### src/rtl/pipeline_stall_ctrl_pkg.sv
// Shared definitions for the pipeline stall/flush sequencer: FSM state encodings,
// NOP-select constants and the per-stage control bundle with its canned patterns.
package pipeline_stall_ctrl_pkg;

    typedef enum logic [1:0] {
        RUN        = 2'd0,
        LOAD_STALL = 2'd1,
        MEM_WAIT   = 2'd2
    } ctrl_state_t;

    localparam logic SEL_INSTR = 1'b0;
    localparam logic SEL_NOP   = 1'b1;

    // Field order matches the top-level output order so the bundle can be unpacked in one assign.
    typedef struct packed {
        logic pc_wr_en;
        logic ifid_wr_en;
        logic idex_bubble;
        logic ifid_flush;
        logic idex_flush;
        logic exmem_wr_en;
        logic memwb_bubble;
    } stage_ctrl_t;

    localparam stage_ctrl_t CTRL_RUN = '{
        pc_wr_en: 1'b1, ifid_wr_en: 1'b1, idex_bubble: SEL_INSTR, ifid_flush: SEL_INSTR,
        idex_flush: SEL_INSTR, exmem_wr_en: 1'b1, memwb_bubble: SEL_INSTR
    };

    localparam stage_ctrl_t CTRL_BUBBLE = '{
        pc_wr_en: 1'b0, ifid_wr_en: 1'b0, idex_bubble: SEL_NOP, ifid_flush: SEL_INSTR,
        idex_flush: SEL_INSTR, exmem_wr_en: 1'b1, memwb_bubble: SEL_INSTR
    };

    localparam stage_ctrl_t CTRL_FLUSH = '{
        pc_wr_en: 1'b1, ifid_wr_en: 1'b1, idex_bubble: SEL_INSTR, ifid_flush: SEL_NOP,
        idex_flush: SEL_NOP, exmem_wr_en: 1'b1, memwb_bubble: SEL_INSTR
    };

    localparam stage_ctrl_t CTRL_FREEZE = '{
        pc_wr_en: 1'b0, ifid_wr_en: 1'b0, idex_bubble: SEL_INSTR, ifid_flush: SEL_INSTR,
        idex_flush: SEL_INSTR, exmem_wr_en: 1'b0, memwb_bubble: SEL_NOP
    };

endpackage

### src/rtl/pipeline_stall_ctrl_load_use_compare.sv
// Load-use hazard detector: IF/ID source registers against the ID/EX load destination.
// Register 0 is deliberately not exempt.
module load_use_compare #(
    parameter int REG_W = 4
) (
    input  logic             mem_read,
    input  logic [REG_W-1:0] load_rd,
    input  logic [REG_W-1:0] src1,
    input  logic [REG_W-1:0] src2,
    input  logic             uses_src2,
    output logic             load_use
);

    assign load_use = mem_read & ((load_rd == src1) | (uses_src2 & (load_rd == src2)));

endmodule

### src/rtl/pipeline_stall_ctrl.sv
// Stall/flush sequencer for the 5-stage pipeline: memory freeze > branch flush > load-use stall.
// Optional statistics counters are built when PIPE_STATS_EN is defined.
module pipeline_stall_ctrl
    import pipeline_stall_ctrl_pkg::*;
#(
    parameter int REG_W           = 4,
    parameter int LOAD_USE_STALLS = 1,
    parameter int MEM_TIMEOUT     = 15,
    parameter int CNT_W           = 16
) (
    input  logic             clk,
    input  logic             rst_n,
    input  logic             memReadIDEX,
    input  logic [REG_W-1:0] r2IDEX,
    input  logic [REG_W-1:0] r1IFID,
    input  logic [REG_W-1:0] r2IFID,
    input  logic             usesR2IFID,
    input  logic             branchTaken,
    input  logic             memReq,
    input  logic             memAck,
    output logic             pcWrEn,
    output logic             ifidWrEn,
    output logic             idexBubble,
    output logic             ifidFlush,
    output logic             idexFlush,
    output logic             exmemWrEn,
    output logic             memwbBubble,
    output logic [1:0]       ctrlState,
    output logic             memTimeout
`ifdef PIPE_STATS_EN
    ,
    output logic [CNT_W-1:0] loadStallCnt,
    output logic [CNT_W-1:0] memWaitCnt,
    output logic [CNT_W-1:0] flushCnt
`endif
);

    localparam int STALL_W = 2;
    localparam int WAIT_W  = $clog2(MEM_TIMEOUT + 1);
    localparam logic [WAIT_W-1:0] WAIT_MAX = WAIT_W'(MEM_TIMEOUT);

    ctrl_state_t          state, state_nxt, ret_state, ret_nxt;
    logic [STALL_W-1:0]   stall_cnt, stall_nxt;
    logic [WAIT_W-1:0]    wait_cnt, wait_nxt;
    logic                 timeout_nxt;
    logic                 load_use;
    logic                 mem_stall;
    stage_ctrl_t          ctrl;

    load_use_compare #(.REG_W(REG_W)) u_load_use (
        .mem_read  (memReadIDEX),
        .load_rd   (r2IDEX),
        .src1      (r1IFID),
        .src2      (r2IFID),
        .uses_src2 (usesR2IFID),
        .load_use  (load_use)
    );

    // A zero-wait access (req and ack together) never freezes.
    assign mem_stall = memReq & ~memAck;

    // NOTE: every signal driven here gets a default first, so no path can infer a latch.
    always_comb begin
        ctrl        = CTRL_RUN;
        state_nxt   = state;
        ret_nxt     = ret_state;
        stall_nxt   = stall_cnt;
        wait_nxt    = wait_cnt;
        timeout_nxt = memTimeout;
        unique case (state)
            RUN: begin
                if (mem_stall) begin
                    ctrl      = CTRL_FREEZE;
                    ret_nxt   = RUN;
                    state_nxt = MEM_WAIT;
                end else if (branchTaken) begin
                    ctrl = CTRL_FLUSH;
                end else if (load_use) begin
                    ctrl = CTRL_BUBBLE;
                    if (LOAD_USE_STALLS > 1) begin
                        stall_nxt = STALL_W'(LOAD_USE_STALLS - 1);
                        state_nxt = LOAD_STALL;
                    end
                end
            end
            LOAD_STALL: begin
                if (mem_stall) begin
                    ctrl      = CTRL_FREEZE;
                    ret_nxt   = LOAD_STALL;
                    state_nxt = MEM_WAIT;
                end else begin
                    ctrl      = CTRL_BUBBLE;
                    stall_nxt = stall_cnt - 1'b1;
                    if (stall_cnt == STALL_W'(1)) state_nxt = RUN;
                end
            end
            MEM_WAIT: begin
                if (memAck) begin
                    // Resume exactly where the freeze interrupted; hazards are not re-evaluated.
                    ctrl      = (ret_state == LOAD_STALL) ? CTRL_BUBBLE : CTRL_RUN;
                    wait_nxt  = '0;
                    state_nxt = ret_state;
                end else begin
                    ctrl = CTRL_FREEZE;
                    if (wait_cnt != WAIT_MAX) wait_nxt = wait_cnt + 1'b1;
                    if (wait_cnt >= WAIT_W'(MEM_TIMEOUT - 1)) timeout_nxt = 1'b1;
                end
            end
            default: state_nxt = RUN;
        endcase
    end

    // NOTE: reset is synchronous (sampled on the clock edge) and all state updates are non-blocking.
    always_ff @(posedge clk) begin
        if (!rst_n) begin
            state      <= RUN;
            ret_state  <= RUN;
            stall_cnt  <= '0;
            wait_cnt   <= '0;
            memTimeout <= 1'b0;
        end else begin
            state      <= state_nxt;
            ret_state  <= ret_nxt;
            stall_cnt  <= stall_nxt;
            wait_cnt   <= wait_nxt;
            memTimeout <= timeout_nxt;
        end
    end

    assign {pcWrEn, ifidWrEn, idexBubble, ifidFlush, idexFlush, exmemWrEn, memwbBubble} = ctrl;
    assign ctrlState = state;

`ifdef PIPE_STATS_EN
    always_ff @(posedge clk) begin
        if (!rst_n) begin
            loadStallCnt <= '0;
            memWaitCnt   <= '0;
            flushCnt     <= '0;
        end else begin
            if (ctrl.idex_bubble && loadStallCnt != '1) loadStallCnt <= loadStallCnt + 1'b1;
            if (ctrl.memwb_bubble && memWaitCnt != '1)  memWaitCnt   <= memWaitCnt + 1'b1;
            if (ctrl.ifid_flush && flushCnt != '1)      flushCnt     <= flushCnt + 1'b1;
        end
    end
`endif

endmodule

### config.mk
export PLATFORM = sky130hd
export DESIGN_NAME = pipeline_stall_ctrl
export DESIGN_NICKNAME = d
export VERILOG_FILES = /design/src/rtl/pipeline_stall_ctrl_pkg.sv /design/src/rtl/pipeline_stall_ctrl_load_use_compare.sv /design/src/rtl/pipeline_stall_ctrl.sv
export SDC_FILE = /design/constraint.sdc
export NUM_CORES = 1
export LEC_CHECK = 0
export ABC_AREA = 1
export BUFFER_PORTS_ARGS = -buffer_cell sky130_fd_sc_hd__buf_2
export CAP_MARGIN = 5
export CORE_UTILIZATION = 25
export CTS_BUF_LIST = sky130_fd_sc_hd__clkbuf_16
export DETAILED_ROUTE_END_ITERATION = 6
export PLACE_DENSITY = 0.55
export SLEW_MARGIN = 10
export SYNTH_ARGS = -nofsm -noshare
export SYNTH_HDL_FRONTEND = slang
export SYNTH_HIERARCHICAL = 1
export SYNTH_SLANG_ARGS = --single-unit
### constraint.sdc
create_clock -name clk -period 1.4 [get_ports clk]
set_input_delay 0.14 -clock clk [delete_from_list [all_inputs] [get_ports clk]]
set_output_delay 0.14 -clock clk [all_outputs]
set_load 0.01 [all_outputs]
==> results of run 1 <==
-- cells in the mapped netlist (all sizes together) --
| library cell | n | area, um^2 |
|---|---|---|
| inv | 29 | 109 |
| buf | 2 | 15.0 |
| o21ai | 8 | 43.8 |
| a21oi | 8 | 47.6 |
| ha | 3 | 37.5 |
| nand2 | 40 | 158 |
| dfxtp | 10 | 200 |
| nand4 | 1 | 6.26 |
| nand3 | 8 | 40.0 |
| nor2 | 20 | 90.1 |
| clkinv | 1 | 3.75 |
| o211ai | 1 | 7.51 |
-- layout make-up --
class | instances | area, um^2
clock inverter | 1 | 3.75
sequential | 10 | 203
fill | 322 | 1780
clock buffer | 3 | 75.1
multi-input combinational | 89 | 435
inverter | 30 | 113
timing repair buffer | 30 | 155
tap | 31 | 38.8
-- worst register-to-register path, delay by kind of cell (launching register included) --
family	cells	cell delay, ps
buffers and inverters	2	150
AND/OR/NAND/NOR	3	270
adder cells (fa/ha/maj)	1	220
AO/OA/AOI/OAI	1	180
flip-flops	1	360
-- path summary, 6_finish.rpt --
check	to	start	depth (start not counted)
worst max-delay path	idexBubble	ctrlState[1]$_SDFFE_PN0P_	4
worst min-delay path	wait_cnt[0]$_SDFFE_PN0P_	rst_n	3
worst max register to register	wait_cnt[2]$_SDFFE_PN0P_	wait_cnt[1]$_SDFFE_PN0P_	7
worst min register to register	memTimeout$_SDFFE_PN0P_	memTimeout$_SDFFE_PN0P_	2
-- cell families after synthesis --
logic type / after synthesis / synth area share [%]
simple gates: 69 / 38.8
compound gates: 17 / 13.0
flops: 10 / 26.4
buf+inv: 32 / 16.8
fa+ha+maj: 3 / 4.95
-- metrics by stage --
stage	setup WS [ps]	instance area (um^2)	utilization (%)	hold slack, ps
detailed placement	120	922	32.9	424
CTS	15.9	1010	36.2	174
global route	-5.53	1020	36.5	188
finish	61.7	1020	36.5	172
floorplan	141	758	-	275
global placement	134	922	32.9	419
-- flip-flops by register name (all words and copies together) (netlist names) --
name / flops
wait_cnt: 4
ctrlState: 2
stall_cnt: 2
memTimeout: 1
ret_state: 1
-- where the power goes --
part | switching [W] | total (W) | internal, W | leakage [nW]
logic | 0.0000806 | 0.000138 | 0.0000577 | 0.421
clock network | 0.000143 | 0.000519 | 0.000375 | 0.0385
registers | 0.00000342 | 0.000293 | 0.000289 | 0.0817
-- what timing repair did --
action                                  CTS  global route
buffers inserted                          1             1
resized for setup                         2             2
endpoints found under the hold margin     0             0
endpoints found under the setup margin    1             3
pin swaps                                 1             1
-- per-layer routing --
metal,part of all wire (%),GRT usage [%],vias to the layer above
met2,50,21.0,25
met4,1.7,6.62,0
met1,42,11.5,367
met3,6.0,3.63,3
met5,0,0,-
li1,-,-,455
==> results by group, run 1 <==
Status
  – Status: finished with violations
  – Failing checks: DRC

STA
  – F_max: 747 MHz
  – Slew @ Worst Pin: 267 ps
  – Setup tns final: 0 ps
  – Slew Viols, Final: 0
  – Slew HR: 82.2%
  – Skew final: 1.76 ps
  – RSZ-0062 raised after global routing: yes
  – Final Hold Vio Count: 0
  – Period utilization: 95.6%
  – Fin crit period: 1340 ps
  – # setup viols final: 0

Synthesis
  – Syn. warnings: 6
  – Post-synthesis register bit count: 10
  – Count of cell types in the netlist: 19
  – Mapped Nets: 153
  – Post-Synthesis Cells: 131
  – Post-synthesis sequential area ratio: 26.4%
  – Syn avg cell area: 5.79 um^2
  – Post-Syn Area: 758 um^2

Critical path
  – CP Max Fanout: 4
  – Worst path cell trace: inv_2 > nand3_1 > o211ai_1 > buf_2
  – Cell family with most CP delay: flip-flops
  – Startpoint Class: register
  – CP required: 1260 ps
  – Kind of critical path: register to output port
  – CP max stage cell: dfxtp_2
  – CP max stage delay: 330 ps
  – Crit path buf inv count: 2
  – Flop2flop setup slack: 110 ps
  – Crit. End Element: output port
  – CP arrival: 1200 ps

Final layout
  – Final net count: 186
  – # diodes: 0
  – Commonest cells after routing, fill and taps aside: 37 x nand2_1, 28 x buf_2, 26 x inv_1
  – Layout cell share with drive strength beyond 1: 29.4%
  – Most common cell after layout, fill and taps aside: nand2_1
  – Area Overhead vs Synth: 35.0%
  – Post-route insts no fill: 194

Route
  – Via count: 850
  – TritonRoute pass-1 iters: 5
  – Initial DRC Count: 23
  – Antenna viol nets, final: 0
  – # DRC: 1
  – Detailed Route WL: 1690 um
  – Post-DR wirelength/cell: 8.72 um
  – Vias per inst: 4.38

Global routing
  – Vias in the first global route: 772
  – First-pass GRT wire length: 2860 um
  – Largest net degree at the start of global routing: 8
  – Tot GR Track Use: 11.5%
  – GRT overflow: 0
  – Antenna violations before repair: 0

Clock tree
  – Number of CTS-inserted buffers: 3
  – Clock latency on the worst-skew pair: 240 ps
  – # H-tree levels: 1
  – CTS tree: done
  – Reg clk slew, reported paths: 40 ps
  – # hold bufs at CTS: 0
  – Clock tree buffer depth: 2
  – Root Buffer: clkbuf_16
  – CTS Sinks: 10

Placed design
  – I/O Buffers: 28
  – Post-Place Cells: 188
  – Detailed-placement wirelength estimate: 1440 um
  – Gpl congestion: 0.801

Die
  – Starting Density: 27.0%
  – Standard-cell rows: 19
  – Die Ht: 57.1 um
  – DIE WIDTH: 57.1 um
  – Die Footprint: 0.00326 mm^2
  – Core region area: 0.00281 mm^2
  – IO Pins: 29

Power and ir drop
  – Maximum VDD drop: 342 uV
  – Power per cell area: 928 mW/mm^2
  – LEAKAGE: 0.541 nW
  – Power, Total: 0.000950 W

Min path
  – Min-Delay Path Class: primary input to register

Job
  – Max Cap Violations: 0
Note: power is estimated with default switching activity, not from simulation.
==> inputs of run 2 (changes only) <==
--- a/config.mk
+++ b/config.mk
@@ -8,10 +8,10 @@
 export ABC_AREA = 1
 export BUFFER_PORTS_ARGS = -buffer_cell sky130_fd_sc_hd__buf_2
 export CAP_MARGIN = 5
-export CORE_UTILIZATION = 25
+export CORE_UTILIZATION = 35
 export CTS_BUF_LIST = sky130_fd_sc_hd__clkbuf_16
 export DETAILED_ROUTE_END_ITERATION = 6
-export PLACE_DENSITY = 0.55
+export PLACE_DENSITY = 0.69
 export SLEW_MARGIN = 10
 export SYNTH_ARGS = -nofsm -noshare
 export SYNTH_HDL_FRONTEND = slang
==> run 2 against run 1 <==
The flow now finishes without violations. Design area is 0.73% higher. Flip-flop and latch count stayed put. First-iteration DRC count is 52% lower. Clock skew is 1.1 ps lower. Count of clock-buffer cells in the layout stayed put. Non-clock buffer count is 1 higher. Critical endpoint unchanged. Largest cell class unchanged.
==> results by group, run 2 (same netlist as run 1, synthesis figures left out) <==
Critical path
  – CP required: 1260 ps
  – CP Max Fanout: 5
  – Startpoint Class: register
  – Flop2flop setup slack: 140 ps
  – CP arrival: 1180 ps
  – Kind of critical path: register to output port
  – Crit. End Element: output port

Route
  – Antenna viol nets, final: 0
  – Vias per inst: 4.60
  – Via count: 879
  – # DRC: 0
  – Detailed Route WL: 1790 um
  – Initial DRC Count: 11
  – TritonRoute pass-1 iters: 3
  – Post-DR wirelength/cell: 9.36 um

STA
  – F_max: 757 MHz
  – RSZ-0062 raised after global routing: yes
  – Skew final: 0.613 ps
  – Fin crit period: 1320 ps
  – Period utilization: 94.3%
  – Hold WS: 189 ps
  – Slew @ Worst Pin: 273 ps
  – Final worst slack: 79.3 ps
  – Slew HR: 81.8%
  – Final Hold Vio Count: 0
  – # setup viols final: 0
  – Slew Viols, Final: 0

Global routing
  – Antenna violations before repair: 0
  – Tot GR Track Use: 17.0%
  – Vias in the first global route: 834
  – GRT overflow: 0
  – Largest net degree at the start of global routing: 8
  – First-pass GRT wire length: 3170 um

Job
  – Max Cap Violations: 0

Die
  – Starting Density: 37.9%
  – Core region area: 0.00200 mm^2
  – Die Ht: 48.5 um
  – Die Footprint: 0.00236 mm^2
  – Standard-cell rows: 16
  – IO Pins: 29
  – DIE WIDTH: 48.5 um

Clock tree
  – Reg clk slew, reported paths: 40 ps
  – Root Buffer: clkbuf_16
  – Clock tree buffer depth: 2
  – Clock latency on the worst-skew pair: 230 ps
  – # H-tree levels: 1
  – CTS tree: done
  – Number of CTS-inserted buffers: 3
  – CTS Sinks: 10

Final layout
  – Biggest register: wait_cnt
  – Commonest cells after routing, fill and taps aside: 36 x nand2_1, 28 x buf_2, 25 x inv_1
  – Max FFs per register: 4
  – # diodes: 0
  – Area Overhead vs Synth: 36.0%
  – Final net count: 187
  – Most common cell after layout, fill and taps aside: nand2_1
  – Fillers: 213
  – Final core occ: 51.5%
  – Layout cell share with drive strength beyond 1: 31.1%

Placed design
  – Setup Slack @ Placement: 91.2 ps
  – Detailed-placement wirelength estimate: 1390 um
  – I/O Buffers: 28
  – Gpl congestion: 0.784

Power and ir drop
  – Maximum VDD drop: 419 uV
  – Power, Total: 0.000933 W
  – LEAKAGE: 0.548 nW
  – Power per cell area: 905 mW/mm^2

Min path
  – Min-Delay Path Class: primary input to register

Status
  – Status: completed
run 2: path summary, 6_finish.rpt:
kind | from | end | cells past startpoint
min reg2reg | memTimeout$_SDFFE_PN0P_ | memTimeout$_SDFFE_PN0P_ | 2
max | ctrlState[1]$_SDFFE_PN0P_ | idexBubble | 6
max reg2reg | wait_cnt[0]$_SDFFE_PN0P_ | wait_cnt[0]$_SDFFE_PN0P_ | 7
min | rst_n | stall_cnt[0]$_SDFFE_PN0P_ | 3
run 2: layout make-up:
class                   count  area (um^2)  share of cell area [%]
multi-input cells          89          438                    42.5
flip-flops and latches     10          203                    19.7
repair buffers             31          163                    15.8
inverters                  30          115                    11.2
clock buffers               3         75.1                    7.28
well taps                  27         33.8                    3.28
clock inverters             1         3.75                   0.364
run 2: what timing repair did:
item                                    CTS  global route
endpoints found under the hold margin     0             0
endpoints found under the setup margin    1             3
hold buffers                              0             0
buffers inserted                          0             2
gates cloned                              0             0
gates resized for setup                   2             5
pin swaps                                 1             2
run 2: through the flow:
stage          instances  instance area (um^2)  TNS, ps
2_1_floorplan        131                   758        0
3_3_place_gp         185                   925        0
3_5_place_dp         185                   925        0
4_1_cts              189                  1010        0
5_1_grt              191                  1030    -15.1
6_report             191                  1030        0
run 2: power by group:
| group | switching [W] | internal, W | leakage (nW) | total (W) |
|---|---|---|---|---|
| Clock | 0.000125 | 0.000373 | 0.0385 | 0.000498 |
| Combinational | 0.0000826 | 0.0000589 | 0.428 | 0.000141 |
| Sequential | 0.00000390 | 0.000290 | 0.0817 | 0.000294 |
| Total | 0.000211 | 0.000722 | 0.548 | 0.000933 |
run 2: worst max-delay path, cell delays in order (launching register included):
cell,delay [ps]
dfxtp_2,340
inv_4,90
nand2_2,70
nor2_4,160
inv_2,50
o211ai_1,80
buf_2,160
run 2: layer usage:
| layer | part of all wire (%) | track usage (%) | up-vias |
|---|---|---|---|
| li1 | - | - | 464 |
| met1 | 43 | 19.1 | 389 |
| met2 | 53 | 30.5 | 22 |
| met3 | 3.3 | 2.83 | 4 |
| met4 | 1.3 | 8.82 | 0 |
| met5 | 0 | 0 | - |
==> inputs of run 3 (changes only) <==
--- a/config.mk
+++ b/config.mk
@@ -11,7 +11,7 @@
 export CORE_UTILIZATION = 35
 export CTS_BUF_LIST = sky130_fd_sc_hd__clkbuf_16
 export DETAILED_ROUTE_END_ITERATION = 6
-export PLACE_DENSITY = 0.69
+export PLACE_DENSITY = 0.64
 export SLEW_MARGIN = 10
 export SYNTH_ARGS = -nofsm -noshare
 export SYNTH_HDL_FRONTEND = slang
==> run 3 against run 2 <==
Largest power group unchanged. Count of clock-buffer cells in the layout did not move. Clock power increased by 2%. Highest routed layer unchanged. Combinational power decreased by 4%. Total power is 0.29% higher. Fmax up 1.9%. Design area is 0.97% lower. Core utilization fell by 0.50 points. Critical path depth fell by 1. Hold slack got worse by 9.5 ps. Setup slack better by 25 ps.
==> results by group, run 3 (same netlist as run 1, synthesis figures left out) <==
Min path
  – Worst Hold End: stall_cnt[1]$_SDFFE_PN0P_
  – Hold Path Origin: rst_n
  – Hold Path Depth: 3
  – Min-Delay Path Class: primary input to register

STA
  – Period utilization: 92.6%
  – # setup viols final: 0
  – RSZ-0062 raised after global routing: no
  – Setup tns final: 0 ps
  – Slew HR: 82.9%
  – Skew final: 2.93 ps
  – F_max: 772 MHz
  – Fin crit period: 1300 ps
  – Hold WS: 179 ps
  – Slew Viols, Final: 0
  – Final Hold Vio Count: 0
  – Slew @ Worst Pin: 256 ps

Critical path
  – Worst path cell trace: inv_4 > nor2_4 > nand3_1 > o211ai_1 > buf_2
  – Crit path buf inv count: 2
  – CP arrival: 1160 ps
  – Crit. End Element: output port
  – Reg2Reg Capture Point: wait_cnt[2]$_SDFFE_PN0P_
  – Flop2flop setup slack: 150 ps
  – CP required: 1260 ps
  – R2R depth: 7
  – CP max stage delay: 360 ps
  – Kind of critical path: register to output port
  – CP Max Fanout: 5
  – CP max stage cell: dfxtp_2
  – Startpoint Class: register
  – Cell family with most CP delay: flip-flops
  – R2r startpoint: wait_cnt[0]$_SDFFE_PN0P_

Route
  – # DRC: 0
  – Via count: 849
  – Antenna viol nets, final: 0
  – TritonRoute pass-1 iters: 4
  – Vias per inst: 4.47
  – Post-DR wirelength/cell: 8.31 um
  – Detailed Route WL: 1580 um
  – Initial DRC Count: 10

Clock tree
  – Root Buffer: clkbuf_16
  – # hold bufs at CTS: 0
  – CTS Sinks: 10
  – Reg clk slew, reported paths: 40 ps
  – Clock tree buffer depth: 2
  – Number of CTS-inserted buffers: 3
  – CTS tree: done
  – Clock latency on the worst-skew pair: 240 ps
  – # H-tree levels: 1

Placed design
  – Detailed-placement wirelength estimate: 1300 um
  – I/O Buffers: 28
  – Gpl congestion: 0.756

Die
  – DIE WIDTH: 48.5 um
  – IO Pins: 29
  – Standard-cell rows: 16
  – Core region area: 0.00200 mm^2
  – Die Footprint: 0.00236 mm^2
  – Die Ht: 48.5 um
  – Starting Density: 37.9%

Global routing
  – Largest net degree at the start of global routing: 8
  – First-pass GRT wire length: 2760 um
  – GRT overflow: 0
  – Tot GR Track Use: 15.0%
  – Antenna violations before repair: 0
  – Vias in the first global route: 720

Final layout
  – Layout cell share with drive strength beyond 1: 29.4%
  – Final net count: 186
  – Max FFs per register: 4
  – Most common cell after layout, fill and taps aside: nand2_1
  – # diodes: 0
  – Biggest register: wait_cnt
  – Area Overhead vs Synth: 34.7%
  – Commonest cells after routing, fill and taps aside: 37 x nand2_1, 28 x buf_2, 26 x inv_1

Job
  – Max Cap Violations: 0

Power and ir drop
  – Maximum VDD drop: 469 uV
  – LEAKAGE: 0.544 nW
  – Power per cell area: 917 mW/mm^2

Status
  – Status: completed
## run 3: where the power goes
group	internal, W	switching (W)	leakage, nW
Combinational	0.0000564	0.0000797	0.424
Sequential	0.000290	0.00000384	0.0817
Clock	0.000374	0.000132	0.0385
Total	0.000720	0.000216	0.544
## run 3: timing repair
action	4_1_cts	5_1_grt
pin swaps	0	1
setup endpoints to repair	1	3
setup buffers	0	1
resized for setup	2	3
## run 3: metal layers
layer | vias up | track usage (%) | routed length (um)
met3 | 3 | 2.83 | 62
met2 | 22 | 25.4 | 765
met1 | 367 | 17.7 | 721
met4 | 0 | 8.82 | 29
met5 | - | 0 | 0
li1 | 457 | - | -
## run 3: worst max path at each step
stage | slack [ps] | depth (start not counted) | startpoint | end
after detailed placement | 140 | 11 | r2IDEX[3] | pcWrEn
after CTS | 20 | 6 | ctrlState[1]$_SDFFE_PN0P_ | idexBubble
after global placement | 170 | 10 | r2IDEX[1] | ifidWrEn
final | 100 | 5 | ctrlState[1]$_SDFFE_PN0P_ | idexBubble
after floorplan | 140 | 9 | r2IDEX[1] | pcWrEn
after global routing | 3 | 10 | r2IDEX[2] | idexBubble
## run 3: worst min-delay path, delay by kind of cell
kind	cells	cell delay [ps]
compound gates	1	70
buf+inv	1	120
simple gates	1	40
## run 3: cell type report
cell class                      instances  area [um^2]
Fill cell                             220          981
Inverter                               30          115
Tap cell                               27         33.8
Sequential cell                        10          203
Clock buffer                            3         75.1
Multi-Input combinational cell         89          435
Clock inverter                          1         3.75
Timing Repair Buffer                   30          155
## run 3: through the flow
stage	cell area [um^2]	total power [W]	utilization, %	setup WS [ps]	std cells
floorplan	758	0.000379	-	141	131
global placement	925	0.000431	46.2	169	185
detailed placement	925	0.000433	46.2	140	185
CTS	1010	0.000945	50.4	15.6	189
global route	1020	0.000979	51.0	3.08	190
finish	1020	0.000936	51.0	104	190
